===== src/rtl/rob_pkg.sv =====
// rtl/rob_pkg.sv - reorder buffer kind encoding and per-entry control struct
package rob_pkg;

    typedef enum logic [1:0] {
        KIND_REG    = 2'd0,
        KIND_BRANCH = 2'd1,
        KIND_STORE  = 2'd2,
        KIND_JUMP   = 2'd3
    } kind_e;

    // Control half of an entry; wide pc/value/target live in plain arrays in the top.
    typedef struct packed {
        kind_e      kind;
        logic [4:0] rd;
        logic       done;
        logic       redirect;
    } rob_entry_t;

endpackage


===== src/rtl/reorder_buffer_if.sv =====
// rtl/reorder_buffer_if.sv - alloc/writeback/commit/flush bundle of the reorder buffer
interface reorder_buffer_if
    import rob_pkg::*;
#(
    parameter int DEPTH  = 16,
    parameter int DATA_W = 32
);
    localparam int TAG_W = $clog2(DEPTH);

    logic              alloc_valid;
    logic              alloc_ready;
    kind_e             alloc_kind;
    logic [4:0]        alloc_rd;
    logic [DATA_W-1:0] alloc_pc;
    logic [TAG_W-1:0]  alloc_tag;

    logic              wb_valid;
    logic [TAG_W-1:0]  wb_tag;
    logic [DATA_W-1:0] wb_value;
    logic              wb_redirect;
    logic [DATA_W-1:0] wb_target;

    logic              cm_valid;
    logic              cm_ready;
    kind_e             cm_kind;
    logic [4:0]        cm_rd;
    logic [DATA_W-1:0] cm_value;
    logic [TAG_W-1:0]  cm_tag;

    logic              flush;
    logic [DATA_W-1:0] flush_pc;
    logic [TAG_W:0]    count;

    modport slave (
        input  alloc_valid, alloc_kind, alloc_rd, alloc_pc,
        output alloc_ready, alloc_tag,
        input  wb_valid, wb_tag, wb_value, wb_redirect, wb_target,
        output cm_valid, cm_kind, cm_rd, cm_value, cm_tag,
        input  cm_ready,
        output flush, flush_pc, count
    );

    modport master (
        output alloc_valid, alloc_kind, alloc_rd, alloc_pc,
        input  alloc_ready, alloc_tag,
        output wb_valid, wb_tag, wb_value, wb_redirect, wb_target,
        input  cm_valid, cm_kind, cm_rd, cm_value, cm_tag,
        output cm_ready,
        input  flush, flush_pc, count
    );

endinterface


===== src/rtl/rob_ptr_ctrl.sv =====
// rtl/rob_ptr_ctrl.sv - head/tail pointers with wrap bits, full/empty and occupancy
module rob_ptr_ctrl #(
    parameter int TAG_W = 4
) (
    input  logic             clk,
    input  logic             clr,
    input  logic             push_i,
    input  logic             pop_i,
    input  logic             flush_i,
    output logic [TAG_W-1:0] head_idx_o,
    output logic [TAG_W-1:0] tail_idx_o,
    output logic [TAG_W:0]   count_o,
    output logic             full_o,
    output logic             empty_o
);
    localparam logic [TAG_W:0] PTR_ONE = {{TAG_W{1'b0}}, 1'b1};

    logic [TAG_W:0] head_q, head_d;
    logic [TAG_W:0] tail_q, tail_d;

    // A redirect commit keeps only the committing entry's slot: tail lands just past it.
    always_comb begin
        head_d = head_q;
        tail_d = tail_q;
        if (pop_i)
            head_d = head_q + PTR_ONE;
        if (flush_i)
            tail_d = head_q + PTR_ONE;
        else if (push_i)
            tail_d = tail_q + PTR_ONE;
    end

    always_ff @(posedge clk or posedge clr) begin
        if (clr) begin
            head_q <= '0;
            tail_q <= '0;
        end else begin
            head_q <= head_d;
            tail_q <= tail_d;
        end
    end

    assign head_idx_o = head_q[TAG_W-1:0];
    assign tail_idx_o = tail_q[TAG_W-1:0];
    assign count_o    = tail_q - head_q;
    assign empty_o    = (head_q == tail_q);
    assign full_o     = (head_q[TAG_W-1:0] == tail_q[TAG_W-1:0]) && (head_q[TAG_W] != tail_q[TAG_W]);

endmodule


===== src/rtl/reorder_buffer.sv =====
// rtl/reorder_buffer.sv - in-order commit reorder buffer with redirect flush
// Optional ROB_WB_BYPASS_EN: writeback to an un-done head entry can commit in the same cycle.
module reorder_buffer
    import rob_pkg::*;
#(
    parameter int DEPTH  = 16,
    parameter int DATA_W = 32
) (
    input  logic              clk,
    input  logic              clr,
    reorder_buffer_if.slave   rob
);
    localparam int TAG_W = $clog2(DEPTH);

    rob_entry_t        ctl_q    [DEPTH];
    logic [DATA_W-1:0] pc_q     [DEPTH];
    logic [DATA_W-1:0] value_q  [DEPTH];
    logic [DATA_W-1:0] target_q [DEPTH];

    logic              flush_q;
    logic [DATA_W-1:0] flush_pc_q;

    logic [TAG_W-1:0]  head_idx, tail_idx, wb_off;
    logic [TAG_W:0]    count;
    logic              full, empty;
    logic              push, commit, flush_trig, wb_ok, head_ready;
    logic              cm_redirect;
    logic [DATA_W-1:0] cm_target;

    rob_ptr_ctrl #(.TAG_W(TAG_W)) u_ptr (
        .clk        (clk),
        .clr        (clr),
        .push_i     (push),
        .pop_i      (commit),
        .flush_i    (flush_trig),
        .head_idx_o (head_idx),
        .tail_idx_o (tail_idx),
        .count_o    (count),
        .full_o     (full),
        .empty_o    (empty)
    );

    // Live window is [head, tail): offset from head must be below occupancy.
    assign wb_off = rob.wb_tag - head_idx;
    assign wb_ok  = rob.wb_valid && ({1'b0, wb_off} < count) && !ctl_q[rob.wb_tag].done;

`ifdef ROB_WB_BYPASS_EN
    logic byp;
    assign byp          = wb_ok && (rob.wb_tag == head_idx);
    assign head_ready   = ctl_q[head_idx].done || byp;
    assign rob.cm_value = byp ? rob.wb_value    : value_q[head_idx];
    assign cm_redirect  = byp ? rob.wb_redirect : ctl_q[head_idx].redirect;
    assign cm_target    = byp ? rob.wb_target   : target_q[head_idx];
`else
    assign head_ready   = ctl_q[head_idx].done;
    assign rob.cm_value = value_q[head_idx];
    assign cm_redirect  = ctl_q[head_idx].redirect;
    assign cm_target    = target_q[head_idx];
`endif

    assign rob.alloc_ready = !clr && !full && !flush_q;
    assign rob.alloc_tag   = tail_idx;
    assign rob.cm_valid    = !empty && head_ready && !flush_q;
    assign rob.cm_kind     = ctl_q[head_idx].kind;
    assign rob.cm_rd       = ctl_q[head_idx].rd;
    assign rob.cm_tag      = head_idx;
    assign rob.flush       = flush_q;
    assign rob.flush_pc    = flush_pc_q;
    assign rob.count       = count;

    assign commit     = rob.cm_valid && rob.cm_ready;
    assign flush_trig = commit && cm_redirect;
    assign push       = rob.alloc_valid && rob.alloc_ready && !flush_trig;

    always_ff @(posedge clk or posedge clr) begin
        if (clr) begin
            for (int i = 0; i < DEPTH; i++)
                ctl_q[i] <= '0;
            flush_q    <= 1'b0;
            flush_pc_q <= '0;
        end else begin
            flush_q <= flush_trig;
            if (flush_trig) begin
                flush_pc_q <= cm_target;
                for (int i = 0; i < DEPTH; i++) begin
                    ctl_q[i].done     <= 1'b0;
                    ctl_q[i].redirect <= 1'b0;
                end
            end else begin
                if (push)
                    ctl_q[tail_idx] <= '{kind: rob.alloc_kind, rd: rob.alloc_rd, done: 1'b0, redirect: 1'b0};
                if (wb_ok) begin
                    ctl_q[rob.wb_tag].done     <= 1'b1;
                    ctl_q[rob.wb_tag].redirect <= rob.wb_redirect;
                end
            end
        end
    end

    // Payload needs no reset: it is only observed once the matching done bit is set.
    always_ff @(posedge clk) begin
        if (push)
            pc_q[tail_idx] <= rob.alloc_pc;
        if (wb_ok && !flush_trig) begin
            value_q[rob.wb_tag]  <= rob.wb_value;
            target_q[rob.wb_tag] <= rob.wb_target;
        end
    end

endmodule


===== src/flat_wrapper.sv =====
// flat-port wrapper written by rule: the top's interface ports become plain ports
module reorder_buffer_flat import rob_pkg::*;
#(
    parameter int DEPTH  = 16,
    parameter int DATA_W = 32
)
  (clk, clr, rob_alloc_valid, rob_alloc_kind, rob_alloc_rd, rob_alloc_pc, rob_alloc_ready, rob_alloc_tag, rob_wb_valid, rob_wb_tag, rob_wb_value, rob_wb_redirect, rob_wb_target, rob_cm_valid, rob_cm_kind, rob_cm_rd, rob_cm_value, rob_cm_tag, rob_cm_ready, rob_flush, rob_flush_pc, rob_count);
  reorder_buffer_if #(.DEPTH(DEPTH), .DATA_W(DATA_W)) rob_i ();
  input  logic clk;
  input  logic clr;
  input wire logic [$bits(rob_i.alloc_valid)-1:0] rob_alloc_valid;
  input wire logic [$bits(rob_i.alloc_kind)-1:0] rob_alloc_kind;
  input wire logic [$bits(rob_i.alloc_rd)-1:0] rob_alloc_rd;
  input wire logic [$bits(rob_i.alloc_pc)-1:0] rob_alloc_pc;
  output wire logic [$bits(rob_i.alloc_ready)-1:0] rob_alloc_ready;
  output wire logic [$bits(rob_i.alloc_tag)-1:0] rob_alloc_tag;
  input wire logic [$bits(rob_i.wb_valid)-1:0] rob_wb_valid;
  input wire logic [$bits(rob_i.wb_tag)-1:0] rob_wb_tag;
  input wire logic [$bits(rob_i.wb_value)-1:0] rob_wb_value;
  input wire logic [$bits(rob_i.wb_redirect)-1:0] rob_wb_redirect;
  input wire logic [$bits(rob_i.wb_target)-1:0] rob_wb_target;
  output wire logic [$bits(rob_i.cm_valid)-1:0] rob_cm_valid;
  output wire logic [$bits(rob_i.cm_kind)-1:0] rob_cm_kind;
  output wire logic [$bits(rob_i.cm_rd)-1:0] rob_cm_rd;
  output wire logic [$bits(rob_i.cm_value)-1:0] rob_cm_value;
  output wire logic [$bits(rob_i.cm_tag)-1:0] rob_cm_tag;
  input wire logic [$bits(rob_i.cm_ready)-1:0] rob_cm_ready;
  output wire logic [$bits(rob_i.flush)-1:0] rob_flush;
  output wire logic [$bits(rob_i.flush_pc)-1:0] rob_flush_pc;
  output wire logic [$bits(rob_i.count)-1:0] rob_count;
  assign rob_i.alloc_valid = rob_alloc_valid;
  assign rob_i.alloc_kind = rob_alloc_kind;
  assign rob_i.alloc_rd = rob_alloc_rd;
  assign rob_i.alloc_pc = rob_alloc_pc;
  assign rob_alloc_ready = rob_i.alloc_ready;
  assign rob_alloc_tag = rob_i.alloc_tag;
  assign rob_i.wb_valid = rob_wb_valid;
  assign rob_i.wb_tag = rob_wb_tag;
  assign rob_i.wb_value = rob_wb_value;
  assign rob_i.wb_redirect = rob_wb_redirect;
  assign rob_i.wb_target = rob_wb_target;
  assign rob_cm_valid = rob_i.cm_valid;
  assign rob_cm_kind = rob_i.cm_kind;
  assign rob_cm_rd = rob_i.cm_rd;
  assign rob_cm_value = rob_i.cm_value;
  assign rob_cm_tag = rob_i.cm_tag;
  assign rob_i.cm_ready = rob_cm_ready;
  assign rob_flush = rob_i.flush;
  assign rob_flush_pc = rob_i.flush_pc;
  assign rob_count = rob_i.count;
  reorder_buffer #(.DEPTH(DEPTH), .DATA_W(DATA_W)) u_core (.clk(clk), .clr(clr), .rob(rob_i));
endmodule

===== config.mk =====
export PLATFORM = sky130hd
export DESIGN_NAME = reorder_buffer_flat
export DESIGN_NICKNAME = d
export VERILOG_FILES = /design/src/rtl/rob_pkg.sv /design/src/rtl/reorder_buffer_if.sv /design/src/rtl/rob_ptr_ctrl.sv /design/src/rtl/reorder_buffer.sv /design/src/flat_wrapper.sv
export SDC_FILE = /design/constraint.sdc
export NUM_CORES = 1
export LEC_CHECK = 0
export CAP_MARGIN = 20
export CORE_MARGIN = 1.5
export CORE_UTILIZATION = 50
export CTS_BUF_LIST = sky130_fd_sc_hd__clkbuf_16
export DETAILED_ROUTE_END_ITERATION = 16
export MAX_ROUTING_LAYER = met4
export PLACE_DENSITY = 0.7
export SETUP_SLACK_MARGIN = 0.5
export SYNTH_ARGS = -nofsm -noshare
export SYNTH_HDL_FRONTEND = slang
export SYNTH_SLANG_ARGS = --single-unit

===== constraint.sdc =====
create_clock -name clk -period 8.25 [get_ports clk]
set_input_delay 1.65 -clock clk [delete_from_list [all_inputs] [get_ports clk]]
set_output_delay 1.65 -clock clk [all_outputs]
set_load 0.05 [all_outputs]

; Word level (Yosys, flattened, before mapping)
; Memory sizes are Yosys's and may differ from the RTL's. A register that Yosys moved wholly into a read port is not among the register bits.
; Index checks and enable logic that the tools add are counted.
[classes]
addsub = 4
order_cmp = 6
eq_ne = 3
muxes = 38
bitwise = 3
n_reduce_logical = 21
[op_table]
columns = op, count
row1 = 144-bit bitwise mux, 3
row2 = 144-bit two-way mux, 3
row3 = 9-bit demux with 4-bit select, 3
row4 = 9-bit binary-select mux with 4-bit select, 2
row5 = 2-bit two-way mux, 19
row6 = 9-bit two-way mux, 3
row7 = "5-bit greater-or-equal comparator, second input constant", 3
row8 = 4-bit NOT with 5-bit output, 3
row9 = 1-bit logical AND, 14
row10 = "5-bit by 1-bit adder with 5-bit output, second input constant", 2
row11 = "5-bit by 1-bit less-than comparator with 1-bit output, second input constant", 2
row12 = 5-bit two-way mux, 2
row13 = 1-bit zero test, 6
row14 = 5-bit equality test, 1
row15 = 4-bit by 5-bit less-than comparator with 1-bit output, 1
row16 = 5-bit subtractor, 1
row17 = 4-bit equality test, 1
row18 = 4-bit subtractor, 1
row19 = 1-bit two-way mux, 3
row20 = 2-bit nonzero test, 1
row21 = 1-bit inequality test, 1
[word_totals]
regBits = 155
mem_bits_rw = 1024
input_bits = 113
output_inout_bits = 87
elab_cells = 144
memories = 2
[mem_list]
columns = name, depth, width, read_ports, rd_clocked_by_memory_dff, write_ports, line
row1 = u_core.target_q, 16, 32, 1, 1, 1, reorder_buffer.sv:18  ; logic [DATA_W-1:0] target_q [DEPTH];
row2 = u_core.value_q, 16, 32, 1, 0, 1, reorder_buffer.sv:17  ; logic [DATA_W-1:0] value_q [DEPTH];

; Logic depth before layout (Yosys ltp)
[logic_depth]
ltp_word = 16
depth_mapped = 15
depth_no_buf = 12

; Hierarchy
; From an unflattened synthesis, not the netlist that was laid out.
[hier_totals]
hier_cells = 2158
area_unflattened_um2 = 48116.1
[modules_own_cells]
columns = module, n_inst, cells_per_inst, area_each_um2, seq_area_each_um2
row1 = reorder_buffer, 1, 2081, 47384.2, 35178.7
row2 = rob_ptr_ctrl, 1, 77, 732.0, 250.2

; Least setup slack after synthesis
; No wires, ideal clock.
[synth_path]
path_type = input-to-reg
startpoint = in rob_wb_tag[0]
endpoint = mem u_core.target_q[4][0], enable pin
setup_time_ns = 0.565
arrival_time_ns = 8.001
required_ns = 7.685
slack_ns = -0.315
stages = 11
path_buffers = 1
cell_sequence = buf_2 -> inv_1 -> ha_1 -> inv_1 -> fa_1 -> ha_1 -> a211oi_1 -> o21bai_1 -> a21oi_1 -> nand2_1 -> nor3_1
[synth_via]
elab_chain_cells = 9
word_cells_on_any_way = 12
classes_between = 1 x add/sub / 1 x order compare / 5 x mux / 1 x bitwise / 4 x reduce/logical
[synth_rtl]
columns = item, line
row1 = start: declaration, flat_wrapper.sv:18  ; input wire logic [$bits(rob_i.wb_tag)-1:0] rob_wb_tag;
row2 = branches (longest 9 deep; another with 4-bit by 5-bit less-than comparator with 1-bit output), --
row3 = end: declaration, reorder_buffer.sv:18
; Parallel ways; which one is timed is not known. The select of a mux whose other input is x is not followed.

; Worst setup path in the final report
[layout_path]
startpoint = reg u_core.u_ptr.head_q[0]
endpoint = out rob_cm_value[16]
[layout_via]
elab_chain_cells = 1
[layout_rtl]
columns = item, line
row1 = start: declaration, rob_ptr_ctrl.sv:18  ; logic [TAG_W:0] head_q, head_d;
row2 = start signal: assignment, rob_ptr_ctrl.sv:35  ; head_q <= '0;
row3 = start signal: assignment, rob_ptr_ctrl.sv:38  ; head_q <= head_d;
row4 = memory read 16 x 32 bit, --
row5 = end: declaration, flat_wrapper.sv:25  ; output wire logic [$bits(rob_i.cm_value)-1:0] rob_cm_value;
; Every way passes these cells.

==> impl_metrics.env <==
export IMPL_status="finished, final reports clean"
export IMPL_maxSlewViolCount=0
export IMPL_vias_per_cell=6.03
export IMPL_synth_adder_area_share_pct=0.478
export IMPL_fin_crit_ns=6.10
export IMPL_cts_hold_buf=0
export IMPL_dieArea_um2=97200
export IMPL_multi_input_area_um2=11700
export IMPL_grt_pass1_vias=23600
export IMPL_drt_pass1_iter_count=8
export IMPL_setup_tns_ns=0
export IMPL_worst_slew_pin_slew_ns=1.08
export IMPL_ys_seq_area_share_pct=74.3
export IMPL_area_growth_pct=14.8
export IMPL_arrival_ns=4.45
export IMPL_fmax_ghz=0.164
export IMPL_ant_nets=0
export IMPL_design_area_um2=54700
export IMPL_synth_area_per_cell_um2=22.5
export IMPL_synth_top_family_by_area="multiplexers"
export IMPL_synth_nets=2253
export IMPL_end_kind="primary output"
export IMPL_synth_seq_cells=1211
export IMPL_synth_compound_area_share_pct=1.08
export IMPL_required_ns=6.60
export IMPL_clockPowerShare_pct=26.4
export IMPL_criticalPathCategory="reg -> out"
export IMPL_yosysWarnings=0
export IMPL_final_util_pct=57.8
export IMPL_worstSkewPairLatency_ns=0.70
export IMPL_via_count=22300
export IMPL_final_period_utilization_pct=74.0
export IMPL_regArea_um2=35400
export IMPL_dieWidth_um=312
export IMPL_clk_pin_slew_ns=0.06
export IMPL_io_pins=200
export IMPL_grt_pass1_wl_mm=157
export IMPL_pwr_share_seq_pct=40.0
export IMPL_drt_iter0_drc=2275
export IMPL_slew_limit_headroom_pct=28.0
export IMPL_post_dp_cell_area_um2=51000
export IMPL_antenna_found_initial=14
export IMPL_fin_nets=2446
export IMPL_grt_max_degree=127
export IMPL_ctsResizeCount=0
export IMPL_hp_class="reg -> reg"
export IMPL_drc=0
export IMPL_final_layout_size_suffix_gt1_share_pct=30.2
export IMPL_switching_share_pct=32.2
export IMPL_synth_ff_type="edfxtp_1"
export IMPL_syn_area_um2=47700
export IMPL_grt_overflow_total=0
export IMPL_rsz0062_at_grt="false"
export IMPL_fin_hold_ws_ns=0.486
export IMPL_h_tree_depth=3
export IMPL_port_buffers=167
export IMPL_wl_per_cell_um=28.5
export IMPL_cts_max_path_buffers=3
export IMPL_async_reset_ff_share_pct=15.4
export IMPL_hold_viol_final=0
export IMPL_synth_xor_area_share_pct=0.349
export IMPL_cts_sinks=1211
export IMPL_maxCapViolations=0
export IMPL_post_cts_buffers=0
export IMPL_p_sw_w=0.00632
export IMPL_start_kind="flip-flop"
export IMPL_synth_simple_area_share_pct=1.45
export IMPL_cp_max_fo=46
export IMPL_irDropWorstVdd_mv=0.234
export IMPL_fin_skew_ns=0.0271
export IMPL_synth_mux_area_share_pct=20.9
export IMPL_cts_tree="done"
export IMPL_start_util_pct=50.3
export IMPL_routed_wl_mm=105
export IMPL_p_leak_nw=18.2
export IMPL_setup_viol=0
export IMPL_comb_power_share_pct=33.6
export IMPL_hpwlAfterDp_mm=53.3
export IMPL_nFillCells=6734
export IMPL_numCtsBuffers=114
export IMPL_power_density_nw_per_um2=359
export IMPL_root_buffer="clkbuf_16"
export IMPL_die_y_um=312
export IMPL_grt_usage_pct=22.7
export IMPL_yosysUniqueCellTypes=51
export IMPL_gp_congestion=0.855
export IMPL_p_int_w=0.0133
export IMPL_core_area_um2=94700
export IMPL_rows=113
export IMPL_synth_edf_count=1024
export IMPL_synthCells=2123
[stage by stage]
| step | setup WS (ns) | cells | power (W) |
|---|---|---|---|
| after floorplan | -0.315 | 2123 | 0.0127 |
| after global placement | 1.70 | 3464 | 0.0145 |
| after detailed placement | 1.63 | 3464 | 0.0147 |
| after CTS | 1.99 | 3680 | 0.0199 |
| after global routing | 1.88 | 3695 | 0.0204 |
| final | 2.15 | 3695 | 0.0196 |
[worst paths after layout]
path,depth (start not counted),to,slack (ns),startpoint
max,4,rob_cm_value[16],2.15,u_core.u_ptr.head_q[0]$_DFFE_PP0P_
min,1,flip-flop,0.49,flip-flop
max reg2reg,8,u_core.target_q[10][11]$_DFFE_PP_,2.78,u_core.u_ptr.head_q[0]$_DFFE_PP0P_
min reg2reg,1,flip-flop,0.49,flip-flop
max in group asynchronous,3,u_core.u_ptr.head_q[1]$_DFFE_PP0P_,4.97,clr
min in group asynchronous,2,u_core.ctl_q[45]$_DFF_PP0_,1.64,clr
[registers in the layout, indices dropped and copies added (netlist names), named ones only]
signal / cells
u_core.u_ptr.tail_q: 5
u_core.u_ptr.head_q: 5
u_core.rob.flush: 1
u_core.rob.flush_pc: 32
u_core.target_q: 512
u_core.ctl_q: 32
u_core.value_q: 512
[power groups by stage]
| stage | Clock (W) | Sequential [W] | Combinational (W) |
|---|---|---|---|
| 2_1_floorplan | 0 | 0.00796 | 0.00473 |
| 3_3_place_gp | 0 | 0.00792 | 0.00661 |
| 3_5_place_dp | 0 | 0.00799 | 0.00668 |
| 4_1_cts | 0.00527 | 0.00786 | 0.00672 |
| 5_1_grt | 0.00551 | 0.00794 | 0.00699 |
| 6_report | 0.00518 | 0.00786 | 0.00661 |
[cell usage in the layout (no fill, tap or decap), drive strengths merged, types with 7 or more instances in the layout]
cell           Yosys  routed
o22ai             11      11
mux4             367     367
mux2             144     144
nor2              28      28
dfrtp            187     187
clkinv             0      50
ha                15      15
buf               65      40
xnor2             12      12
inv               28      59
clkbuf            66     116
diode              0      14
nand2             36      36
a211o              8       8
bufinv             0      13
and2              16      16
xor2               7       7
o211ai             9       9
nand4             14      14
nand3              9       9
o21ai             13      13
clkdlybuf4s50      0     167
a21oi             16      16
edfxtp          1024    1024
[layout make-up]
cell class / count / area share, %
repair buffers: 208 / 3.97
multi-input cells: 753 / 21.3
flip-flops and latches: 1211 / 64.7
clock inverters: 100 / 1.52
diodes: 14 / 0.0640
clock buffers: 116 / 5.30
well taps: 1265 / 2.89
inverters: 28 / 0.217
[critical path, stage by stage, from the launching register on]
cell and delay [ns]:
dfrtp_4 1.02, buf_4 0.76, mux4_2 0.62, mux4_2 0.53, clkdlybuf4s50_1 0.73
[cells by family (layout without fill, tap and decap cells)]
logic type / after synthesis / in the layout
buffers and inverters: 159 / 452
AOI/OAI and AO/OA: 75 / 75
adders and majority gates: 17 / 17
xor gates and xnor gates: 19 / 19
DFF: 1211 / 1211
and+or+nand+nor: 125 / 125
other: 0 / 14
muxes: 517 / 517
[synth_stat cells, types with 2 or more instances]
| cell | instances | share of area [%] |
|---|---|---|
| and2_1 | 16 | 0.21 |
| nand4b_1 | 5 | 0.092 |
| mux2i_1 | 6 | 0.13 |
| ha_1 | 15 | 0.39 |
| o22ai_1 | 11 | 0.14 |
| inv_2 | 2 | 0.016 |
| a211o_1 | 8 | 0.15 |
| a21oi_1 | 16 | 0.17 |
| inv_1 | 26 | 0.20 |
| buf_4 | 12 | 0.19 |
| a21o_1 | 4 | 0.063 |
| o32a_1 | 2 | 0.042 |
| xor2_1 | 7 | 0.13 |
| nand2b_1 | 4 | 0.052 |
| buf_1 | 14 | 0.11 |
| xnor2_1 | 12 | 0.22 |
| mux2_1 | 28 | 0.66 |
| nor2_4 | 3 | 0.071 |
| nand2_1 | 33 | 0.26 |
| fa_1 | 2 | 0.084 |
| buf_2 | 39 | 0.41 |
| a2111oi_2 | 2 | 0.063 |
| nor3_1 | 4 | 0.042 |
| nor2_1 | 24 | 0.19 |
| o21ai_0 | 13 | 0.14 |
| nand2_2 | 3 | 0.039 |
| nor2b_1 | 3 | 0.039 |
| mux2_2 | 116 | 2.7 |
| nand4_1 | 13 | 0.17 |
| dfrtp_1 | 187 | 9.8 |
| mux4_2 | 367 | 17 |
| clkbuf_1 | 66 | 0.52 |
| edfxtp_1 | 1024 | 65 |
| nand3_1 | 9 | 0.094 |
| o211ai_1 | 9 | 0.14 |
| a211oi_1 | 3 | 0.047 |
[per-layer routing]
layer  share of wire, %  track usage (%)  vias up
met1                 40             29.9    12000
met3                7.3             4.73      144
li1                   -                -     9273
met4                1.9             5.84        0
met2                 51             36.6      830
met5                  0                -        -
No activity file was read; power rests on OpenSTA's default activity.
